### config.mk
export PLATFORM = sky130hd
export DESIGN_NAME = and_share_arbiter
export DESIGN_NICKNAME = d
export VERILOG_FILES = /design/src/rtl/and_share_arbiter.sv
export SDC_FILE = /design/constraint.sdc
export NUM_CORES = 1
export LEC_CHECK = 0
export BUFFER_PORTS_ARGS = -buffer_cell sky130_fd_sc_hd__buf_2
export CAP_MARGIN = 20
export CELL_PAD_IN_SITES_DETAIL_PLACEMENT = 0
export CELL_PAD_IN_SITES_GLOBAL_PLACEMENT = 1
export CORE_MARGIN = 3
export CORE_UTILIZATION = 35
export CTS_CLUSTER_SIZE = 25
export DETAILED_ROUTE_END_ITERATION = 10
export GPL_ROUTABILITY_DRIVEN = 0
export PLACE_DENSITY_LB_ADDON = 0.1
export SKIP_LAST_GASP = 1
export SYNTH_ARGS = -nofsm -noshare
export SYNTH_HDL_FRONTEND = slang
export SYNTH_SLANG_ARGS = --single-unit
### constraint.sdc
create_clock -name clk -period 2.7 [get_ports clk]
set_clock_uncertainty 0.05 [all_clocks]
set_input_delay 0.54 -clock clk [delete_from_list [all_inputs] [get_ports clk]]
set_output_delay 0.54 -clock clk [all_outputs]
set_load 0.01 [all_outputs]
### src/rtl/and_share_arbiter.sv
// Round-robin arbiter sharing one registered WIDTH-bit AND unit among NREQ requesters; optional counters via AND_SHARE_STATS_EN.
// Latency: 1 cycle from accepted operand handshake to res_valid; 1 result/cycle with res_ready held high.
// Backpressure: while the result register is full and res_ready=0, every req_ready is 0 and nothing is consumed.
module and_share_arbiter #(
    parameter int WIDTH = 16,
    parameter int NREQ  = 4,
    parameter int IDW   = 2
) (
    input  logic                  clk,
    input  logic                  rst_n,
    input  logic [NREQ-1:0]       req_valid,
    output logic [NREQ-1:0]       req_ready,
    input  logic [NREQ*WIDTH-1:0] req_a,
    input  logic [NREQ*WIDTH-1:0] req_b,
    output logic                  res_valid,
    input  logic                  res_ready,
    output logic [WIDTH-1:0]      res_data,
    output logic [IDW-1:0]        res_id,
    output logic                  busy
`ifdef AND_SHARE_STATS_EN
    ,
    output logic [15:0]           grant_cnt,
    output logic [15:0]           stall_cnt
`endif
);

    localparam logic [0:0] ST_EMPTY = 1'b0;
    localparam logic [0:0] ST_FULL  = 1'b1;

    logic [0:0]       state_q, state_d;
    logic [WIDTH-1:0] res_data_q, res_data_d;
    logic [IDW-1:0]   res_id_q, res_id_d;
    logic [IDW-1:0]   last_grant_q, last_grant_d;

    logic             win_found;
    logic [IDW-1:0]   win_idx;
    logic [WIDTH-1:0] win_a;
    logic [WIDTH-1:0] win_b;
    logic             can_accept;
    logic             xfer;

    // The output register can take new data when empty or when it drains this cycle.
    assign can_accept = (state_q == ST_EMPTY) | res_ready;
    assign xfer       = rst_n & can_accept & win_found;

    // Round-robin scan starting one past the last winner; also muxes the winner's operands.
    always_comb begin
        win_found = 1'b0;
        win_idx   = '0;
        win_a     = '0;
        win_b     = '0;
        for (int k = 1; k <= NREQ; k++) begin
            for (int j = 0; j < NREQ; j++) begin
                if (!win_found && (j == (int'(last_grant_q) + k) % NREQ) && req_valid[j]) begin
                    win_found = 1'b1;
                    win_idx   = IDW'(j);
                    win_a     = req_a[j*WIDTH +: WIDTH];
                    win_b     = req_b[j*WIDTH +: WIDTH];
                end
            end
        end
    end

    // One-hot grant to the winner only; held low during reset.
    always_comb begin
        req_ready = '0;
        for (int j = 0; j < NREQ; j++) begin
            req_ready[j] = xfer & (win_idx == IDW'(j));
        end
    end

    // Output register FSM: load on transfer, drain to EMPTY when consumed with no refill.
    always_comb begin
        state_d      = state_q;
        res_data_d   = res_data_q;
        res_id_d     = res_id_q;
        last_grant_d = last_grant_q;
        if (xfer) begin
            state_d      = ST_FULL;
            res_data_d   = win_a & win_b;
            res_id_d     = win_idx;
            last_grant_d = win_idx;
        end else if ((state_q == ST_FULL) && res_ready) begin
            state_d = ST_EMPTY;
        end
    end

    // State registers; pointer resets to NREQ-1 so requester 0 is first in line.
    always_ff @(posedge clk) begin
        if (!rst_n) begin
            state_q      <= ST_EMPTY;
            res_data_q   <= '0;
            res_id_q     <= '0;
            last_grant_q <= IDW'(NREQ - 1);
        end else begin
            state_q      <= state_d;
            res_data_q   <= res_data_d;
            res_id_q     <= res_id_d;
            last_grant_q <= last_grant_d;
        end
    end

    assign res_valid = (state_q == ST_FULL);
    assign busy      = res_valid;
    assign res_data  = res_data_q;
    assign res_id    = res_id_q;

`ifdef AND_SHARE_STATS_EN
    logic [15:0] grant_cnt_q, grant_cnt_d;
    logic [15:0] stall_cnt_q, stall_cnt_d;
    logic        stall_cyc;

    // A stall cycle is a full, blocked result register with someone waiting upstream.
    assign stall_cyc = (state_q == ST_FULL) & ~res_ready & (|req_valid);

    // Saturating event counters.
    always_comb begin
        grant_cnt_d = grant_cnt_q;
        stall_cnt_d = stall_cnt_q;
        if (xfer && (grant_cnt_q != 16'hFFFF)) begin
            grant_cnt_d = grant_cnt_q + 16'd1;
        end
        if (stall_cyc && (stall_cnt_q != 16'hFFFF)) begin
            stall_cnt_d = stall_cnt_q + 16'd1;
        end
    end

    // Counter registers.
    always_ff @(posedge clk) begin
        if (!rst_n) begin
            grant_cnt_q <= '0;
            stall_cnt_q <= '0;
        end else begin
            grant_cnt_q <= grant_cnt_d;
            stall_cnt_q <= stall_cnt_d;
        end
    end

    assign grant_cnt = grant_cnt_q;
    assign stall_cnt = stall_cnt_q;
`endif

endmodule

# Yosys cells after proc, flatten, opt, wreduce, memory -nomap -nowiden
# Cells that the tools add are included.
# op_classes
n_addsub	4
n_eq_ne	15
n_reduce_logical	57
n_mux	65
bitwise_logic	13
# op_table
cell	n
16-bit two-way mux	32
32-bit zero test	4
1-bit logical AND	32
2-bit two-way mux	14
3-bit == test (first input constant)	8
1-bit two-way mux	19
16-bit AND	1
1-bit zero test	15
2-bit by 3-bit == test with 1-bit output (first input constant)	4
2-bit OR reduction	4
1-bit AND	6
2-bit by 1-bit adder with 2-bit output (second input constant)	2
2-bit adder (second input constant)	2
1-bit AND (first input constant)	4
2-bit == test (second input constant)	2
2-bit by 1-bit == test with 1-bit output (second input constant)	1
2-bit zero test	1
2-bit nonzero test	1
1-bit inverter	1
1-bit OR	1
# word_totals
word_cells	158
regBits	21

# Longest topological paths before layout
# depth
ltp_word	68
ltp_mapped	10
ltp_nobuf	6

# Least setup slack after synthesis
# Ideal clock, no wire load.
# synth_timing
path_type	input port to output port
from	input req_valid[3]
to	output req_ready[2]
n_path_buf	3
slack_ps	188
required_time_ps	2110
t_arrival_ps	1922
path_stages	7
path_cell_list	buf_4 buf_6 nand2b_1 buf_2 a21oi_1 nor4_2 nor3b_1
# synth_via
elab_chain_len	52
# synth_rtl
element	line	rtl
from (decl)	11	input logic [NREQ-1:0] req_valid,
1-bit logical AND	54	if (!win_found && (j == (int'(last_grant_q) + k) % NREQ) && req_valid[j]) begin
1-bit two-way mux	54	
1-bit zero test	54	
1-bit logical AND (2 in series)	54	
1-bit two-way mux	54	
1-bit zero test	54	
1-bit logical AND (2 in series)	54	
1-bit two-way mux	54	
[... 32 more ...]	--	
1-bit zero test	54	
1-bit logical AND (2 in series)	54	
1-bit two-way mux	54	
1-bit zero test	54	
1-bit logical AND (2 in series)	54	
2-bit two-way mux or 1-bit two-way mux (tied branches)	54	
2-bit == test or 1-bit AND (tied branches)	68, 44	
1-bit AND (*)	68	req_ready[j] = xfer & (win_idx == IDW'(j));
to (decl)	12	output logic [NREQ-1:0] req_ready,
# Mark *: on every way between the ends. The rest lies on a longest branch, timed or not.

# Final worst setup path
# layout_timing
from	register last_grant_q[0]
to	output req_ready[0]
# layout_via
elab_chain_len	68
# layout_rtl
element	line	rtl
from (decl)	33	logic [IDW-1:0] last_grant_q, last_grant_d;
from (signal assigned)	94	last_grant_q <= IDW'(NREQ - 1);
from (signal assigned)	99	last_grant_q <= last_grant_d;
2-bit by 1-bit adder with 2-bit output	54	
2-bit OR reduction (no line)	--	
1-bit AND (no line)	--	
32-bit zero test	54	
1-bit logical AND	54	
1-bit two-way mux	54	
1-bit zero test	54	
1-bit logical AND (2 in series)	54	
[... 49 more ...]	--	
1-bit zero test	54	
1-bit logical AND (2 in series)	54	
1-bit two-way mux	54	
1-bit zero test	54	
1-bit logical AND (2 in series)	54	
1-bit two-way mux or 2-bit two-way mux (tied branches)	54	
1-bit AND or 2-bit zero test (tied branches)	44, 68	
1-bit AND (*)	68	
# Marked as above.

==> results.txt <==
----------------------------------------------------
[Setup path]
  Worst flop-to-flop path startpoint ... last_grant_q[1]
  Buf+Inv Stages, Crit Path ... 1
  Element type at the critical path end ... output port
  Kind of start point of the critical path ... register
  Category of the critical setup timing path ... register to output port
  Logic depth of the worst register-to-register path ... 8
  Cell Chain, Critical Path ... nand2b_1 -> nand2_1 -> o21ai_1 -> nand2_1 -> nor4_1 -> buf_2
  Slowest library cell on the worst path ... dfxtp_4
  Critical path arrival ... 2010 ps
  Most frequent cell on the critical path ... nand2_1
  Reg2Reg Setup Slack ... 340 ps
  Required time at the endpoint of the critical path ... 2110 ps
  Largest fanout on the critical path ... 22
  Kind of cell with the highest combined delay on the critical path ... simple AND/OR/NAND/NOR gates
  Origin of the worst setup path ... last_grant_q[0]
  Highest cell delay on the worst timing path ... 500 ps
  Worst flop-to-flop path endpoint ... res_data[12]

[GRT]
  Initial antenna violation count ... 1
  Global-route wire length before repair ... 39.8 mm
  Total overflow reported by the global router ... 0
  Largest net degree at the start of global routing ... 30
  Overall routing resource usage ... 35.2%
  Via count of the first global-routing pass ... 6,864

[STA]
  F_max ... 0.384 GHz
  Slew @ Worst Pin ... 902 ps
  Crit share post-route ... 96.4%
  Setup TNS ... 0 ps
  Fin. Hold Viols ... 0
  Worst slew margin relative to its limit ... 39.7%
  Finish-stage setup viols ... 0
  Worst slack on hold paths ... 451 ps
  Final critical path time including I/O delays and setup ... 2600 ps
  Unrepaired setup endpoints after global routing ... yes
  Least setup slack across all paths after layout ... 98.4 ps
  Number of pins with negative max-slew slack in the final report ... 0

[Placement]
  Placement Setup Slack ... 123 ps
  Instance area after placement ... 5880 um2
  Detailed Place HPWL ... 20.2 mm
  Port buffer count ... 158

[Clock tree]
  H-Tree Depth ... 1
  Number of buffers on the longest clock path ... 2
  Clock tree from TritonCTS ... done
  Clock insertion delay at the later pin of the skew report ... 290 ps
  Number of buffers inserted to repair setup after CTS ... 0
  Number of clock buffers inserted by TritonCTS ... 3
  Clock transition at the registers of the reported paths ... 90 ps
  Sink count of the clock tree ... 21
  Root Buffer ... clkbuf_16

[Yosys]
  Synth cell count leaders ... nand2_1 (102), a21oi_1 (63), nand3_1 (43), o21ai_0 (42), buf_2 (32)
  Post-Syn Instances ... 691
  Dominant cell type by area after synthesis ... dfxtp_1
  Proportion of register bits with asynchronous set or reset after synthesis ... 0%
  Portion of the post-synthesis area used by sequential elements ... 9.21%
  Flops & latches, synth ... 21
  Count of unique library cells instantiated by Yosys ... 82
  Count leader, synth ... nand2_1
  Post-synth net total ... 826
  Most used flip-flop cell after synthesis ... dfxtp_1
  Post-synth EDFFs ... 0
  Yosys warns ... 0
  Cell types with the largest area share after synthesis ... dfxtp_1 (9.2%), nand2_1 (8.4%), a21oi_1 (6.9%)
  Avg Inst Size Synth ... 6.60 um2
  Total standard cell area after synthesis ... 4560 um2
  Yosys top cell area share ... 9.21%

[Pwr]
  Peak VDD IR ... 0.000234 V
  Total leakage power ... 2.55 nW
  Power density over the cells ... 317 nW/um2

[Routing]
  Routed wire length per instance ... 25.1 um
  Total via count in the routed design ... 7,291
  Total detailed-routing wirelength ... 26.4 mm
  Via-per-instance ratio ... 6.95
  Remaining number of nets flagged by the antenna check after routing ... 0
  DRC violation count after routing ... 0
  Total iterations of the first detailed-routing run ... 6
  Iteration-0 DRC count of the detailed router ... 1,552

[Die]
  Initial Utilization ... 36.0%
  Die Outline Area ... 14,400 um2
  Area of the placeable core ... 12,700 um2
  Count of standard-cell rows ... 41
  Number of top-level pins ... 159
  Width of the chip ... 120 um
  Die outline height ... 120 um

[Hold path]
  Min-delay worst type ... register to register
  WHS Path Cells ... 2
  Terminating pin of the worst hold path ... res_data[5]
  Worst hold start ... res_data[5]

[Finish]
  Total area of sequential cells ... 428 um2
  Area used by multi-input combinational logic ... 3760 um2
  Layout Nets ... 1,013
  Fill cell total of the finished layout ... 1,379
  Ant diodes ... 0
  Finished layout cell area ... 5960 um2
  Layout cell share with drive strength beyond 1 ... 31.8%
  Area Overhead vs Synth ... 30.7%

[Status]
  Status ... complete, no violations

[Job]
  Number of maximum-capacitance violations ... 0

----------------------------------------------------
[worst max path at each step]
| stage | endpoint | slack, ps | depth (start not counted) |
|---|---|---|---|
| 2_1_floorplan | req_ready[2] | 190 | 7 |
| 3_3_place_gp | res_data[1] | 200 | 9 |
| 3_5_place_dp | res_data[1] | 120 | 9 |
| 4_1_cts | req_ready[0] | 30 | 6 |
| 5_1_grt | req_ready[0] | -4 | 6 |
| 6_report | req_ready[0] | 100 | 6 |
[report_power, final]
part	switching, W	internal, W
Combinational	0.000658	0.000454
Sequential	0.0000409	0.000343
Clock	0.000192	0.000202
[placed cells by master (no fill, tap or decap), types with 14 or more instances in the layout]
cell / n
buf_2: 158
nand2_1: 102
buf_4: 86
a21oi_1: 63
nand3_1: 43
o21ai_0: 42
nor2_1: 29
o22ai_1: 26
a31oi_1: 21
a22oi_1: 21
dfxtp_1: 19
o211ai_1: 15
a311oi_1: 14
a221oi_1: 14
[timing repair]
item / CTS / global route
endpoints found under the setup margin: 0 / 4
resized for setup: 0 / 2
hold buffers: 0 / 0
[worst reg2reg max path, stage by stage, from the launching register on]
cell	delay [ps]
dfxtp_4	460
buf_4	230
nor4b_4	630
buf_4	290
a21oi_1	80
o21ai_0	80
o22ai_1	110
o31a_1	250
o21ai_1	120
[kinds of logic (layout without fill, tap and decap cells)]
| family | after synthesis | in the layout | share of synthesized area (%) |
|---|---|---|---|
| AOI/OAI and AO/OA | 315 | 315 | 47.5 |
| buffers and inverters | 69 | 255 | 8.39 |
| and+or+nand+nor | 284 | 284 | 34.4 |
| muxes | 2 | 2 | 0.466 |
| DFF | 21 | 21 | 9.21 |
[flip-flops by register name, indices dropped and copies added (netlist names)]
name,cells
res_id,2
last_grant_q,2
res_data,16
busy,1
[stage by stage]
stage	power (W)	util, %	std cells
final	0.00189	47.1	1049
after global routing	0.00197	47.1	1049
after CTS	0.00184	47.0	1049
after detailed placement	0.00146	46.4	1045
after global placement	0.00145	46.4	1045
after floorplan	0.000991	-	691
[layer usage]
layer	track usage [%]	up-vias	wire, um
met2	51.6	683	11200
met4	16.0	2	1180
met1	47.9	3359	10100
li1	-	3135	-
met5	0	-	13
met3	9.49	112	3870
[cell type report]
| cell class | instances | area share (%) |
|---|---|---|
| Timing Repair Buffer | 245 | 24.4 |
| Multi-Input combinational cell | 601 | 63.1 |
| Sequential cell | 21 | 7.18 |
| Tap cell | 172 | 3.61 |
| Clock buffer | 3 | 1.26 |
| Inverter | 6 | 0.378 |
| Clock inverter | 1 | 0.0839 |
Note: power is estimated with default switching activity, not from simulation.
